--- config.mk ---
export PLATFORM = sky130hd
export DESIGN_NAME = alu_ctrl
export DESIGN_NICKNAME = d
export VERILOG_FILES = /design/src/rtl/alu_ctrl.sv
export SDC_FILE = /design/constraint.sdc
export NUM_CORES = 1
export LEC_CHECK = 0
export CAP_MARGIN = 10
export CELL_PAD_IN_SITES_DETAIL_PLACEMENT = 1
export CELL_PAD_IN_SITES_GLOBAL_PLACEMENT = 2
export CORE_MARGIN = 2
export CORE_UTILIZATION = 31
export CTS_CLUSTER_SIZE = 14
export DETAILED_ROUTE_END_ITERATION = 8
export PLACE_DENSITY = 0.84
export SYNTH_ARGS = -nofsm -noshare
export SYNTH_HDL_FRONTEND = slang
export SYNTH_SLANG_ARGS = --single-unit
--- constraint.sdc ---
create_clock -name CLK -period 2 [get_ports CLK]
set_input_delay 0.3 -clock CLK [delete_from_list [all_inputs] [get_ports CLK]]
set_output_delay 0.3 -clock CLK [all_outputs]
set_load 0.01 [all_outputs]
--- src/rtl/alu_ctrl.sv ---
// Single-issue sequencer for the 8-bit ALU: owns ACC, CY and a 4x8 register file,
// accepts one instruction per 3 cycles (IDLE -> EXEC -> WB) over valid/ready.
module alu_ctrl (
    input  logic       CLK,
    input  logic       RST_N,
    input  logic       IN_VALID,
    input  logic [7:0] IN_INSTR,
    output logic       IN_READY,
    input  logic       WR_EN,
    input  logic [1:0] WR_ADDR,
    input  logic [7:0] WR_DATA,
    output logic [7:0] ALU_A,
    output logic [7:0] ALU_R,
    output logic [2:0] ALU_OP,
    output logic       ALU_CY,
    input  logic [7:0] ALU_RES,
    input  logic       ALU_CO,
    output logic [7:0] ACC,
    output logic       CY,
    output logic       BUSY,
    output logic       DONE
);

    localparam logic [1:0] S_IDLE = 2'd0;
    localparam logic [1:0] S_EXEC = 2'd1;
    localparam logic [1:0] S_WB   = 2'd2;

    localparam logic [2:0] OP_ST  = 3'd7;

    logic [1:0] state;
    logic [2:0] ir_op;
    logic [1:0] ir_n;
    logic       ir_ce;
    logic [7:0] acc;
    logic       cy;
    logic [7:0] rf [4];

    logic in_exec;
    logic accept;
    logic unused_reserved;

    assign in_exec  = (state == S_EXEC);
    assign accept   = IN_VALID && (state == S_IDLE);

    // The reserved instruction bits are never captured.
    assign unused_reserved = ^IN_INSTR[1:0];

    assign IN_READY = (state == S_IDLE);
    assign BUSY     = (state != S_IDLE);
    assign DONE     = (state == S_WB);

    assign ALU_A  = acc;
    assign ALU_R  = rf[ir_n];
    assign ALU_OP = in_exec ? ir_op : 3'b111;
    assign ALU_CY = in_exec & cy & ir_ce;

    assign ACC = acc;
    assign CY  = cy;

    // NOTE: sequential state uses non-blocking assignments so every register
    // samples pre-edge values, independent of block ordering.
    always_ff @(posedge CLK or negedge RST_N) begin
        if (!RST_N) begin
            state <= S_IDLE;
            ir_op <= '0;
            ir_n  <= '0;
            ir_ce <= 1'b0;
        end else begin
            case (state)
                S_IDLE: if (accept) begin
                    ir_op <= IN_INSTR[7:5];
                    ir_n  <= IN_INSTR[4:3];
                    ir_ce <= IN_INSTR[2];
                    state <= S_EXEC;
                end
                S_EXEC:  state <= S_WB;
                default: state <= S_IDLE;
            endcase
        end
    end

    always_ff @(posedge CLK or negedge RST_N) begin
        if (!RST_N) begin
            acc <= '0;
            cy  <= 1'b0;
        end else if (in_exec && ir_op != OP_ST) begin
            acc <= ALU_RES;
            cy  <= ALU_CO;
        end
    end

    // NOTE: the register file is small and architecturally visible, so it is
    // reset explicitly rather than left to power-up contents.
    always_ff @(posedge CLK or negedge RST_N) begin
        if (!RST_N) begin
            for (int i = 0; i < 4; i++) rf[i] <= '0;
        end else if (in_exec && ir_op == OP_ST) begin
            rf[ir_n] <= acc;
        end else if (WR_EN && state == S_IDLE) begin
            // Host writes are only honoured while idle; an accept in the same
            // cycle lets the instruction see the freshly written value.
            rf[WR_ADDR] <= WR_DATA;
        end
    end

endmodule

Word level (Yosys, flattened, before mapping)
Cells that the tools add are included.

operators by class
  magnitude comparators = 4
  equality and inequality tests = 5
  muxes and demuxes = 14
  bitwise logic cells = 4
  reduce and logical (&&, ||, !) cells = 10

operator list
  cell                                                                   number
  32-bit bitwise mux                                                     2
  32-bit two-way mux                                                     2
  8-bit demux with 2-bit select                                          2
  8-bit two-way mux                                                      4
  8-bit binary-select mux with 2-bit select                              1
  3-bit >= comparator, second input constant                             2
  1-bit logical AND                                                      6
  3-bit by 1-bit < comparator with 1-bit output, second input constant   2
  2-bit NOT with 3-bit output                                            2
  2-bit one-hot mux with 2 select lines                                  1
  2-bit nonzero test                                                     2
  3-bit equality test, second input constant                             1
  3-bit two-way mux                                                      1
  3-bit != test, second input constant                                   1
  1-bit bitwise AND                                                      2
  2-bit by 1-bit equality test with 1-bit output, second input constant  1
  2-bit equality test, second input constant                             1
  2-bit zero test                                                        1
  2-bit two-way mux                                                      1
  2-bit by 1-bit != test with 1-bit output, second input constant        1
  2-bit AND reduction                                                    1

storage, ports and cells
  register bits after elaboration = 49
  bits of input ports = 31
  output and inout bits = 32
  logic and storage cells = 47

Logic depth before layout (Yosys ltp)
  word-level depth = 8
  mapped depth = 7
  gate-level depth less buffers = 4

Worst setup path before layout
Ideal clock, no wire load.

  kind = register to register
  from = register ir_n[1]
  to = register rf[29] (netlist name)
  library setup time = 0.081 ns
  arrival time = 1.483 ns
  data required time = 1.919 ns
  slack = 0.436 ns
  stages on the path, launching flop included = 7
  path buffers = 2
  period minus slack after synthesis = 1.564 ns
  cell sequence = dfrtp_1 buf_6 nor4b_4 a22o_4 buf_12 nor2_2 a31oi_2

on the way
  word-level cells in the longest chain between the ends = 7
  elaborated cells on any way between the ends = 8
  those cells by class = 2 x order compare; 4 x mux; 1 x bitwise; 1 x reduce/logical

RTL lines
  what                                                                                                               RTL line  source
  from (decl)                                                                                                        32        logic [1:0] ir_n;
  from (signal assigned)                                                                                             72        ir_n <= IN_INSTR[4:3];
  2-bit NOT with 3-bit output (implied by the code) *                                                                98        rf[ir_n] <= acc;
  3-bit >= comparator (implied by the code) / 3-bit by 1-bit < comparator with 1-bit output (equally long branches)  98
  1-bit logical AND (implied by the code)                                                                            98
  8-bit two-way mux (implied by the code)                                                                            98
  8-bit demux with 2-bit select *                                                                                    98
  32-bit bitwise mux *                                                                                               98
  32-bit two-way mux *                                                                                               97        end else if (in_exec && ir_op == OP_ST) begin
  to (signal, indexed assignment)                                                                                    98
  to (signal, indexed assignment)                                                                                    102       rf[WR_ADDR] <= WR_DATA;
  to (decl)                                                                                                          36        logic [7:0] rf [4];

Every way passes the cells marked *; elsewhere a longest branch is shown, timed or not.
A chain may end at the register's enable or synchronous reset.

Worst setup path after layout
  from = register ir_n[0]
  to = output ALU_R[1]

on the way
  word-level cells in the longest chain between the ends = 4

RTL lines
  what                                                  RTL line  source
  2-bit NOT with 3-bit output (implied by the code)     53        assign ALU_R = rf[ir_n];
  8-bit binary-select mux with 2-bit select             53
  8-bit two-way mux (implied by the code) (2 in a row)  53
  to (decl)                                             13        output logic [7:0] ALU_R,

No other way between the ends. The select of a mux whose other input is x is not followed.

==> metrics <==
yosys warns 0; HPWL after detailed placement 5390 um; P_int 2.73 mW; Gate power share 40.9%; Mapped Nets 278; Critical Path, Cell by Cell buf_4 -> mux4_2 -> dlygate4sd2_1; clock buffer depth 2; sw frac 33.6%; antenna diode instance count 0; vias in the first global route 2,289; Clock Power Share 16.7%; Final period util 97.6%; RD Place Congestion 0.772; Slew @ Worst Pin 644 ps; setup fix buffers added after clock tree synthesis 0; Initial Util 32.0%; Slew Viols, Final 0; total chip power 4.12 mW; final hold viol count 0; Filler cells 937; CP max FO 4; Synth cell types 31; Cell Area, Synth 0.00265 mm^2; Synth area leader dfrtp_1; status finished clean; CTS Buf Count 5; Max stage delay cell, worst path mux4_2; iteration-0 DRC count of the detailed router 54; clock sinks 49; grt ovf 0; Final WS setup 48.0 ps; Die Y 96.4 um; worst path required time 1700 ps; drt pass-1 iters 4; NetSw 1.38 mW; initial antenna violation count 0; final WL 7350 um; Final ANT Viol Nets 0; commonest non-fill, non-tap cell in the layout clkdlybuf4s50_1; Area Overhead vs Synth 31.4%; delay of the slowest cell on the worst path 520 ps; CTS tree built; Cell Pwr Density 1190 mW/mm^2; crit path kind reg2out; # DRC 0; Crit path max-delay family multiplexers; CTS Hold Buffers Added 0; Mean Syn Cell Area 10.7 um^2; LEAKAGE 1.40 nW; Finished Layout Cells 419; Die ar. 0.00929 mm^2; port buffer count 60; ys async rst share 100%; first-pass GRT wire length 12,000 um; Inst Count DP 412; Avg Vias per Cell 5.16; worst hold path class in2async; num rows 33; clock-pin slew on the worst setup and hold paths 80 ps; register area 0.00123 mm^2; Root Buffer clkbuf_8; # IOs 63; RSZ-0062 raised after global routing yes; crit path buf inv count 2; share of cells above drive strength 1 19.4%; largest cells by area after synthesis dfrtp_1, mux4_1, mux2_2; Min Clock Period, post-route 1950 ps; element type at the critical path start flop; Total GRT Usage 17.3%; crit path DAT 1650 ps; Seq pwr share 42.4%; multi-input logic area 0.00122 mm^2; Core ar. 0.00826 mm^2; final setup vio count 0; Slew headroom 57.1%; clock latency on the worst-skew pair 300 ps; WL per Instance 17.6 um; largest net degree at the start of global routing 50; final hold slack 96.4 ps; maximum capacitance violations 0; Total Neg Setup Slack 0 ps; die width 96.4 um; #FFs+latches synth 49; prevailing post-synth register cell dfrtp_1; H-tree levels 2; Seq/Total Area, Yosys 46.4%; top cell type's share of synthesized area 46.4%; most frequent cells in the layout clkdlybuf4s50_1, dfrtp_1, buf_4; Cells after Synth 247; Max Clk Rate 0.512 GHz; Post-synth EDFFs 0; setup slack after placement 115 ps; Clock Skew 8.69 ps; CP endpoint kind primary output; vias post-DR 2,161; peak supply drop 0.562 mV; Nets 345
## through the flow
| stage | instance area [um^2] | util, % |
|---|---|---|
| floorplan | 2650 | - |
| global placement | 3370 | 40.9 |
| detailed placement | 3370 | 40.9 |
| CTS | 3470 | 42.0 |
| global route | 3470 | 42.1 |
| finish | 3470 | 42.1 |
## area by class of cell
type	instances	share of cell area, %
repair buffers	86	22.6
clock inverters	2	1.01
clock buffers	5	1.98
flip-flops and latches	49	35.3
well taps	105	3.78
multi-input cells	171	35.2
inverters	1	0.108
## worst register-to-register path, stage by stage (launching register included)
cell and delay [ps]:
dfrtp_1 400, buf_4 170, buf_4 160, and4b_1 450, buf_4 260, a22oi_1 120, a21oi_1 170
## path summary, 6_finish.rpt
check / from / end / slack [ps] / depth (start not counted)
max in group asynchronous: RST_N / ir_n[1]$_DFFE_PN0P_ / 1430 / 2
hold reg to reg: ir_op[0]$_DFFE_PN0P_ / ir_op[0]$_DFFE_PN0P_ / 520 / 1
min in group CLK: ir_op[0]$_DFFE_PN0P_ / ir_op[0]$_DFFE_PN0P_ / 520 / 1
hold / removal: RST_N / ir_op[0]$_DFFE_PN0P_ / 100 / 2
setup / recovery: ir_n[0]$_DFFE_PN0P_ / ALU_R[1] / 50 / 3
setup reg to reg: ir_n[0]$_DFFE_PN0P_ / rf[10]$_DFFE_PN0P_ / 200 / 6
## Yosys cell counts, types with 8 or more instances
library cell / number
a22oi_1: 8
nor3_1: 8
a21oi_1: 9
nand2_1: 24
a31oi_1: 22
nor2_1: 24
dfrtp_1: 49
buf_2: 9
buf_4: 8
nand3_1: 24
mux2_2: 14
mux4_1: 8
## repair_timing
item,CTS,global route
cloned,0,0
resized for setup,11,9
setup endpoints to repair,9,8
## cell families after synthesis
| group | Yosys count | share of synthesized area, % |
|---|---|---|
| muxes | 23 | 14.3 |
| AOI/OAI and AO/OA | 47 | 12.6 |
| buffers and inverters | 27 | 7.43 |
| DFF | 49 | 46.4 |
| and+or+nand+nor | 101 | 19.3 |
## metal layers
metal | routed length, um | track usage [%] | vias up
li1 | - | - | 1027
met1 | 3220 | 22.1 | 1085
met4 | 51 | 4.23 | 0
met2 | 3810 | 30.6 | 47
met5 | 0 | 0 | -
met3 | 268 | 3.03 | 2
## state kept, by name, indices dropped and copies added, names as in the netlist
register  count
CY            1
state         2
ir_ce         1
rf           32
ACC           8
ir_op         3
ir_n          2
## power groups by stage
stage | Clock [mW] | Sequential [mW] | Combinational [mW]
finish | 0.688 | 1.75 | 1.68
global route | 0.757 | 1.81 | 1.84
CTS | 0.716 | 1.75 | 1.70
detailed placement | 0 | 1.76 | 1.77
global placement | 0 | 1.73 | 1.73
floorplan | 0 | 1.66 | 1.02
Note: power is estimated with default switching activity, not from simulation.
